--- src/rtl/pipe_hazard_ctrl.sv ---
// Hazard controller: tracks destinations of in-flight instructions from EX to WB and
// derives forwarding selects, load-use stalls and branch flushes from that record.
module pipe_hazard_ctrl #(
    parameter int DEPTH    = 3,
    parameter int LOAD_LAT = 1,
    parameter int RA_W     = 5,
    parameter int CNT_W    = 16,
    parameter int FWD_W    = $clog2(DEPTH)
) (
    input  logic             clk,
    input  logic             rst,
    input  logic             ext_stall,
    input  logic             id_valid,
    input  logic [RA_W-1:0]  id_rs1,
    input  logic [RA_W-1:0]  id_rs2,
    input  logic             id_rs1_used,
    input  logic             id_rs2_used,
    input  logic [RA_W-1:0]  id_rd,
    input  logic             id_regwrite,
    input  logic             id_memread,
    input  logic             branch_taken,
    output logic             stall,
    output logic             flush_ifid,
    output logic             flush_idex,
    output logic [FWD_W-1:0] fwd_rs1,
    output logic [FWD_W-1:0] fwd_rs2,
    output logic [CNT_W-1:0] stall_cnt,
    output logic [CNT_W-1:0] flush_cnt
);

    logic [DEPTH-1:0] vld_p;
    logic [DEPTH-1:0] regwr_p;
    logic [DEPTH-1:0] memrd_p;
    logic [RA_W-1:0]  rd_p [DEPTH];
    logic [RA_W-1:0]  rs1_p0;
    logic [RA_W-1:0]  rs2_p0;
    logic             rs1_used_p0;
    logic             rs2_used_p0;

    logic flush;
    logic load_use;

    function automatic logic [CNT_W-1:0] sat_inc(input logic [CNT_W-1:0] v);
        return (v == '1) ? v : v + CNT_W'(1);
    endfunction

    // Lowest producing stage wins; scanning from WB down lets nearer stages overwrite.
    always_comb begin
        fwd_rs1  = '0;
        fwd_rs2  = '0;
        load_use = 1'b0;
        for (int k = DEPTH - 1; k >= 1; k--) begin
            if (vld_p[k] && regwr_p[k] && (rd_p[k] != '0) && !((k < LOAD_LAT) && memrd_p[k])) begin
                if (vld_p[0] && rs1_used_p0 && (rd_p[k] == rs1_p0))
                    fwd_rs1 = FWD_W'(k);
                if (vld_p[0] && rs2_used_p0 && (rd_p[k] == rs2_p0))
                    fwd_rs2 = FWD_W'(k);
            end
        end
        for (int k = 0; k < LOAD_LAT; k++) begin
            if (vld_p[k] && regwr_p[k] && memrd_p[k] && (rd_p[k] != '0) &&
                ((id_rs1_used && (id_rs1 == rd_p[k])) || (id_rs2_used && (id_rs2 == rd_p[k]))))
                load_use = 1'b1;
        end
    end

    assign flush      = branch_taken && vld_p[0] && !ext_stall;
    assign flush_ifid = flush;
    assign flush_idex = flush;
    assign stall      = id_valid && load_use && !flush;

    // Control state: valid bits and counters
    always_ff @(posedge clk or posedge rst) begin
        if (rst) begin
            vld_p     <= '0;
            stall_cnt <= '0;
            flush_cnt <= '0;
        end else if (!ext_stall) begin
            vld_p <= {vld_p[DEPTH-2:0], id_valid && !flush && !stall};
            if (stall)
                stall_cnt <= sat_inc(stall_cnt);
            if (flush)
                flush_cnt <= sat_inc(flush_cnt);
        end
    end

    // Record payload; meaningful only where the matching valid bit is set
    always_ff @(posedge clk) begin
        if (!ext_stall) begin
            for (int k = DEPTH - 1; k >= 1; k--) begin
                rd_p[k] <= rd_p[k-1];
            end
            rd_p[0]     <= id_rd;
            regwr_p     <= {regwr_p[DEPTH-2:0], id_regwrite};
            memrd_p     <= {memrd_p[DEPTH-2:0], id_memread};
            rs1_p0      <= id_rs1;
            rs2_p0      <= id_rs2;
            rs1_used_p0 <= id_rs1_used;
            rs2_used_p0 <= id_rs2_used;
        end
    end

endmodule

--- config.mk ---
export PLATFORM = sky130hd
export DESIGN_NAME = pipe_hazard_ctrl
export DESIGN_NICKNAME = d
export VERILOG_FILES = /design/src/rtl/pipe_hazard_ctrl.sv
export SDC_FILE = /design/constraint.sdc
export NUM_CORES = 1
export LEC_CHECK = 0
export CAP_MARGIN = 20
export CORE_UTILIZATION = 35
export CTS_CLUSTER_SIZE = 40
export DETAILED_ROUTE_END_ITERATION = 6
export PLACE_DENSITY = 0.62
export SKIP_CTS_REPAIR_TIMING = 1
export SYNTH_ARGS = -nofsm -noshare
export SYNTH_HDL_FRONTEND = slang
export SYNTH_SLANG_ARGS = --single-unit
--- constraint.sdc ---
create_clock -name clk -period 2.5 [get_ports clk]
set_clock_uncertainty 0.05 [all_clocks]
set_input_delay 0.625 -clock clk [delete_from_list [all_inputs] [get_ports clk]]
set_output_delay 0.625 -clock clk [all_outputs]
set_load 0.01 [all_outputs]
==> flow_summary.toml, run 1 <==
[floorplan]
core.rowCount = 34
die-area_sq_um = 9400
die_y_microns = 96.9
die_x_microns = 96.9
initial_core_util = 0.362
ios = 63
core-area_sq_um = 8720

[setup_path]
cp_slowest_cell = "or4_1"
cp.arrival_ns = 1.96
cp-end-kind = "output port"
worstPathRequired_ns = 1.82
crit_path_frequent_cell = "buf_4"
worstPathMaxFanout = 2
worst-setup-path-type = "reg -> out"
path_cells = "or4_1 > o211ai_1 > buf_4 > nor4_4 > buf_4 > buf_6"
critPathMaxStageDelay_ns = 0.54
start_kind = "flip-flop"

[yosys]
syn_area_sq_um = 3150
synth_edf_count = 31
ys_top_cells_by_count = "dfrtp_1 (35), xor2_1 (33), edfxtp_1 (31)"
yosysMostFrequentCell = "dfrtp_1"
ys_seq_elements = 66
yosysWarnings = 0
yosysTopAreaCell = "edfxtp_1"
async_flop_share = 0.530
yosys-top-cells-area = "edfxtp_1 (30%), dfrtp_1 (28%), xor2_1 (9.2%), xnor2_1 (6.4%), nand2_1 (2.4%)"
netlist.area_leader.share = 0.295
synth-main-ff-cell = "dfrtp_1"
syn_avg_cell_area_sq_um = 12.7
synth_cell_types = 42
synth_cells = 249
syn_nets = 275
synth_seq_area_share = 0.573

[global_route]
met3_usage = 0.0340
grt_first_pass_wirelength_microns = 11300
antenna_found_initial = 0
use_met2 = 0.243
overflow = 0
top_usage_layer = "met2"
grt_start_max_net_pins = 36
grt_pass1_vias = 2247
grt_util_all_layers = 0.153
grtUsageMet1 = 0.201

[min_path]
hold_class = "reg -> reg"

[detailed_routing]
vias_per_cell = 4.79
drc = 0
drtAntennaViolNets = 0
routed_wirelength_microns = 6920
dr_total_vias = 2220
wl_per_cell_microns = 15.0
drtIter0Drc = 47
drt-pass1-iter-count = 4

[cts]
clk_path_buf_depth = 2
cts_tree = "done"
h-tree-depth = 3
cts-root-buf = "clkbuf_8"
cts_buffers = 9
clock_sinks = 66
clk_latency_ns = 0.34
cts.clk_slew.worst_paths_ns = 0.07

[pwr]
clkPwrFrac = 0.347
combPwrFrac = 0.137
sequentialPowerShare = 0.516
switching_power_mw = 0.618
leakagePower_nw = 1.89
powerDensity_nw_per_um2 = 576
vdd_ir_drop_max_v = 0.000250
p_int_mw = 1.91
switching_share = 0.245

[final_layout]
nNetsFinal = 376
layout-drive-gt1-share = 0.208
antenna_cells = 0
area_delta_synth_final_pct = 39.2
fin_util = 0.503

[status]
outcome = "finished with violations"
violations = "negative setup slack"

[timing]
period_share = 1.05
tns_ns = -0.615
finalMaxSlewViolations = 0
hold_viol = 0
fmax_mhz = 380
relSlewSlack = 0.618
setup_viol = 5
tightest_slew_ns = 0.566
period_minus_slack_ns = 2.63
rsz0062_at_grt = "true"
worst_slack_ns = -0.134

[run]
cap_violations = 0

[place]
hpwl_microns = 4910
portBuffers = 62
gp_congestion = 0.753
## power groups by stage
stage                     logic, mW  clock network (mW)  registers [mW]
after floorplan               0.140                   0            1.33
after global placement        0.326                   0            1.33
after detailed placement      0.332                   0            1.33
after CTS                     0.334               0.897            1.31
after global routing          0.379               0.951            1.32
final                         0.347               0.876            1.30
## critical path: cells and delay by family, from the launching register on
family	cells	cell delay (ns)
simple gates	2	0.59
buf+inv	3	0.42
flops	1	0.38
compound gates	1	0.25
## per-layer routing
layer	vias to the layer above	wire length [microns]
li1	1115	-
met1	1058	3220
met2	40	3450
met3	7	166
met4	0	85
met5	-	0
## kinds of logic (layout without fill, tap and decap cells)
group           count (synthesis)  count (layout)  share of synthesized area
fa+ha+maj                       2               2                    0.00793
xor+xnor                       56              56                      0.155
flops                          66              66                      0.573
compound gates                 14              14                     0.0444
mux                             6               6                     0.0214
buf+inv                         7             113                     0.0119
simple gates                   98              98                      0.186
## cell usage in the layout (no fill, tap or decap), types with 3 or more instances in the layout
master           count
dlymetal6s2s_1      10
inv_1                4
mux2_2               6
clkbuf_1             3
or4_1                3
xor2_1              33
dfrtp_1             35
nor4_4               3
buf_6                3
nor4_2               4
edfxtp_1            31
a21oi_1              3
nor3_1              13
nand2_1             20
clkdlybuf4s50_1     47
buf_4               29
nor2_1               8
nand3_1             13
and4_1               3
buf_2                3
clkbuf_8            10
nor4_1               4
nand4_1             12
xnor2_1             21
## flip-flops by register name, summed over array words and instances (netlist names)
name,cells
flush_cnt,16
memrd_p,1
rd_p,15
regwr_p,3
rs1_p0,5
rs1_used_p0,1
rs2_p0,5
rs2_used_p0,1
stall_cnt,16
vld_p,3
## final timing paths
check	startpoint	to	slack, ns	depth (start not counted)
min in group asynchronous	rst	flush_cnt[1]	0.64	3
setup reg to reg	rd_p[0][2]	stall_cnt[1]	0.35	7
hold reg to reg	regwr_p[1]	regwr_p[2]	0.40	0
max in group asynchronous	rst	stall_cnt[1]	1.44	3
setup / recovery	rd_p[0][9]	fwd_rs2[0]	-0.13	6
hold / removal	regwr_p[1]	regwr_p[2]	0.40	0
## stage by stage
step                      setup slack [ns]  power [mW]  hold slack [ns]  cells  area, sq um
after detailed placement            -0.709        1.66            0.387    443         4100
after floorplan                      0.238        1.47            0.377    249         3150
final                               -0.134        2.53            0.401    463         4390
after global placement              -0.751        1.65            0.390    443         4100
after global routing                -0.264        2.65            0.415    463         4390
after CTS                           -0.737        2.54            0.404    459         4290
## final cells by class
class	instances	area, sq um
clock buffers	13	149
repair buffers	93	882
inverters	4	15.0
well taps	108	135
fillers	779	4330
multi-input cells	176	1360
flip-flops and latches	66	1810
clock inverters	3	40.0
Power figures use the tool's default switching activity.
==> run 2: changes to the inputs <==
--- a/config.mk
+++ b/config.mk
@@ -9,8 +9,9 @@
 export CORE_UTILIZATION = 35
 export CTS_CLUSTER_SIZE = 40
 export DETAILED_ROUTE_END_ITERATION = 6
-export PLACE_DENSITY = 0.62
+export MAX_ROUTING_LAYER = met4
 export SKIP_CTS_REPAIR_TIMING = 1
 export SYNTH_ARGS = -nofsm -noshare
 export SYNTH_HDL_FRONTEND = slang
 export SYNTH_SLANG_ARGS = --single-unit
+export TNS_END_PERCENT = 20
==> flow_summary.toml, run 2 (synthesized netlist as in run 1, its figures left out) <==
[global_route]
grt_pass1_vias = 2280
grt_start_max_net_pins = 36
grt_first_pass_wirelength_microns = 11500
overflow = 0
antenna_found_initial = 0
grt_util_all_layers = 0.158

[detailed_routing]
vias_per_cell = 4.94
routed_wirelength_microns = 6820
wl_per_cell_microns = 14.6
drc = 0
dr_total_vias = 2305
drt-pass1-iter-count = 4
drtAntennaViolNets = 0
drtIter0Drc = 39

[cts]
cts.clk_slew.worst_paths_ns = 0.08
h-tree-depth = 3
cts_tree = "done"
clk_latency_ns = 0.35
cts-root-buf = "clkbuf_8"
clock_sinks = 66
cts_buffers = 9
clk_path_buf_depth = 2

[timing]
period_share = 1.09
tightest_slew_ns = 0.541
relSlewSlack = 0.634
finalMaxSlewViolations = 0
setup_viol = 5
hold_viol = 0
period_minus_slack_ns = 2.73
worst_slack_ns = -0.228
fmax_mhz = 367
rsz0062_at_grt = "true"

[setup_path]
cp.arrival_ns = 2.05
cp-end-kind = "output port"
start_kind = "input port"
worstPathRequired_ns = 1.82
worst-setup-path-type = "in -> out"
worstPathMaxFanout = 2

[floorplan]
initial_core_util = 0.362
ios = 63
core.rowCount = 34
core-area_sq_um = 8720
die_y_microns = 96.9
die_x_microns = 96.9
die-area_sq_um = 9400

[final_layout]
multiInputGateArea_sq_um = 1340
final_common_cell = "clkdlybuf4s50_1"
nNetsFinal = 380
area_delta_synth_final_pct = 40.9
layout_common_cells = "clkdlybuf4s50_1 (51), dfrtp_1 (35), buf_4 (34), xor2_1 (33), edfxtp_1 (31)"
instances_no_fill = 467
register_area_sq_um = 1810
antenna_cells = 0
layout-drive-gt1-share = 0.220
largestRegisters = "flush_cnt (16), stall_cnt (16), rd_p (15)"
fill_cells = 791
fin_util = 0.510

[pwr]
powerDensity_nw_per_um2 = 626
leakagePower_nw = 1.87
vdd_ir_drop_max_v = 0.000317

[run]
cap_violations = 0

[place]
hpwl_microns = 4930
post-place-cells = 447
portBuffers = 62
gp_congestion = 0.777

[status]
outcome = "finished with violations"
violations = "negative setup slack"

[min_path]
hold_class = "reg -> reg"
run 2: changes by cell type in the layout (fill, tap and decap cells not counted), moves of 3 or more:
cell,before,now
clkdlybuf4s50_1,47,51
buf_4,29,34
clkbuf_1,3,0
dlymetal6s2s_1,10,6
run 2: final timing paths:
check / slack, ns / cells after the start / start / end
max in group asynchronous: 1.44 / 3 / rst / vld_p[0]
setup reg to reg: 0.33 / 6 / rd_p[0][2] / stall_cnt[1]
hold reg to reg: 0.41 / 0 / regwr_p[1] / regwr_p[2]
setup / recovery: -0.23 / 6 / id_rs2[0] / stall
min in group asynchronous: 0.64 / 3 / rst / stall_cnt[7]
hold / removal: 0.41 / 0 / regwr_p[1] / regwr_p[2]
run 2: area by class of cell:
type	instances	share of cell area
flip-flops and latches	66	0.406
clock buffers	9	0.0279
well taps	108	0.0304
inverters	4	0.00338
clock inverters	7	0.0281
repair buffers	97	0.202
multi-input cells	176	0.302
run 2: report_power, final:
group / internal (mW) / leakage, nW / switching (mW)
Clock: 0.673 / 0.124 / 0.458
Combinational: 0.201 / 0.965 / 0.144
Sequential: 1.22 / 0.781 / 0.0830
Total: 2.10 / 1.87 / 0.685
run 2: worst max-delay path: stages:
cell	delay, ns
clkdlybuf4s50_1	0.44
xor2_1	0.16
nor4_2	0.31
a32oi_2	0.11
and2b_1	0.27
buf_2	0.14
run 2: through the flow:
step	power (mW)	instance area, sq um	setup WS (ns)	hold WS (ns)	TNS [ns]
detailed placement	1.67	4130	-0.705	0.384	-2.71
global placement	1.66	4130	-0.702	0.385	-2.50
CTS	2.80	4380	-0.716	0.407	-3.11
floorplan	1.47	3150	0.238	0.377	0
global route	2.90	4450	-0.263	0.425	-1.12
finish	2.78	4450	-0.228	0.407	-0.691
run 2: layer usage:
metal  track usage  share of wire  vias up
met5             -              0        -
met4        0.0620          0.015        0
met3        0.0354          0.028        7
met2         0.233           0.48       46
met1         0.213           0.48     1122
li1              -              -     1130
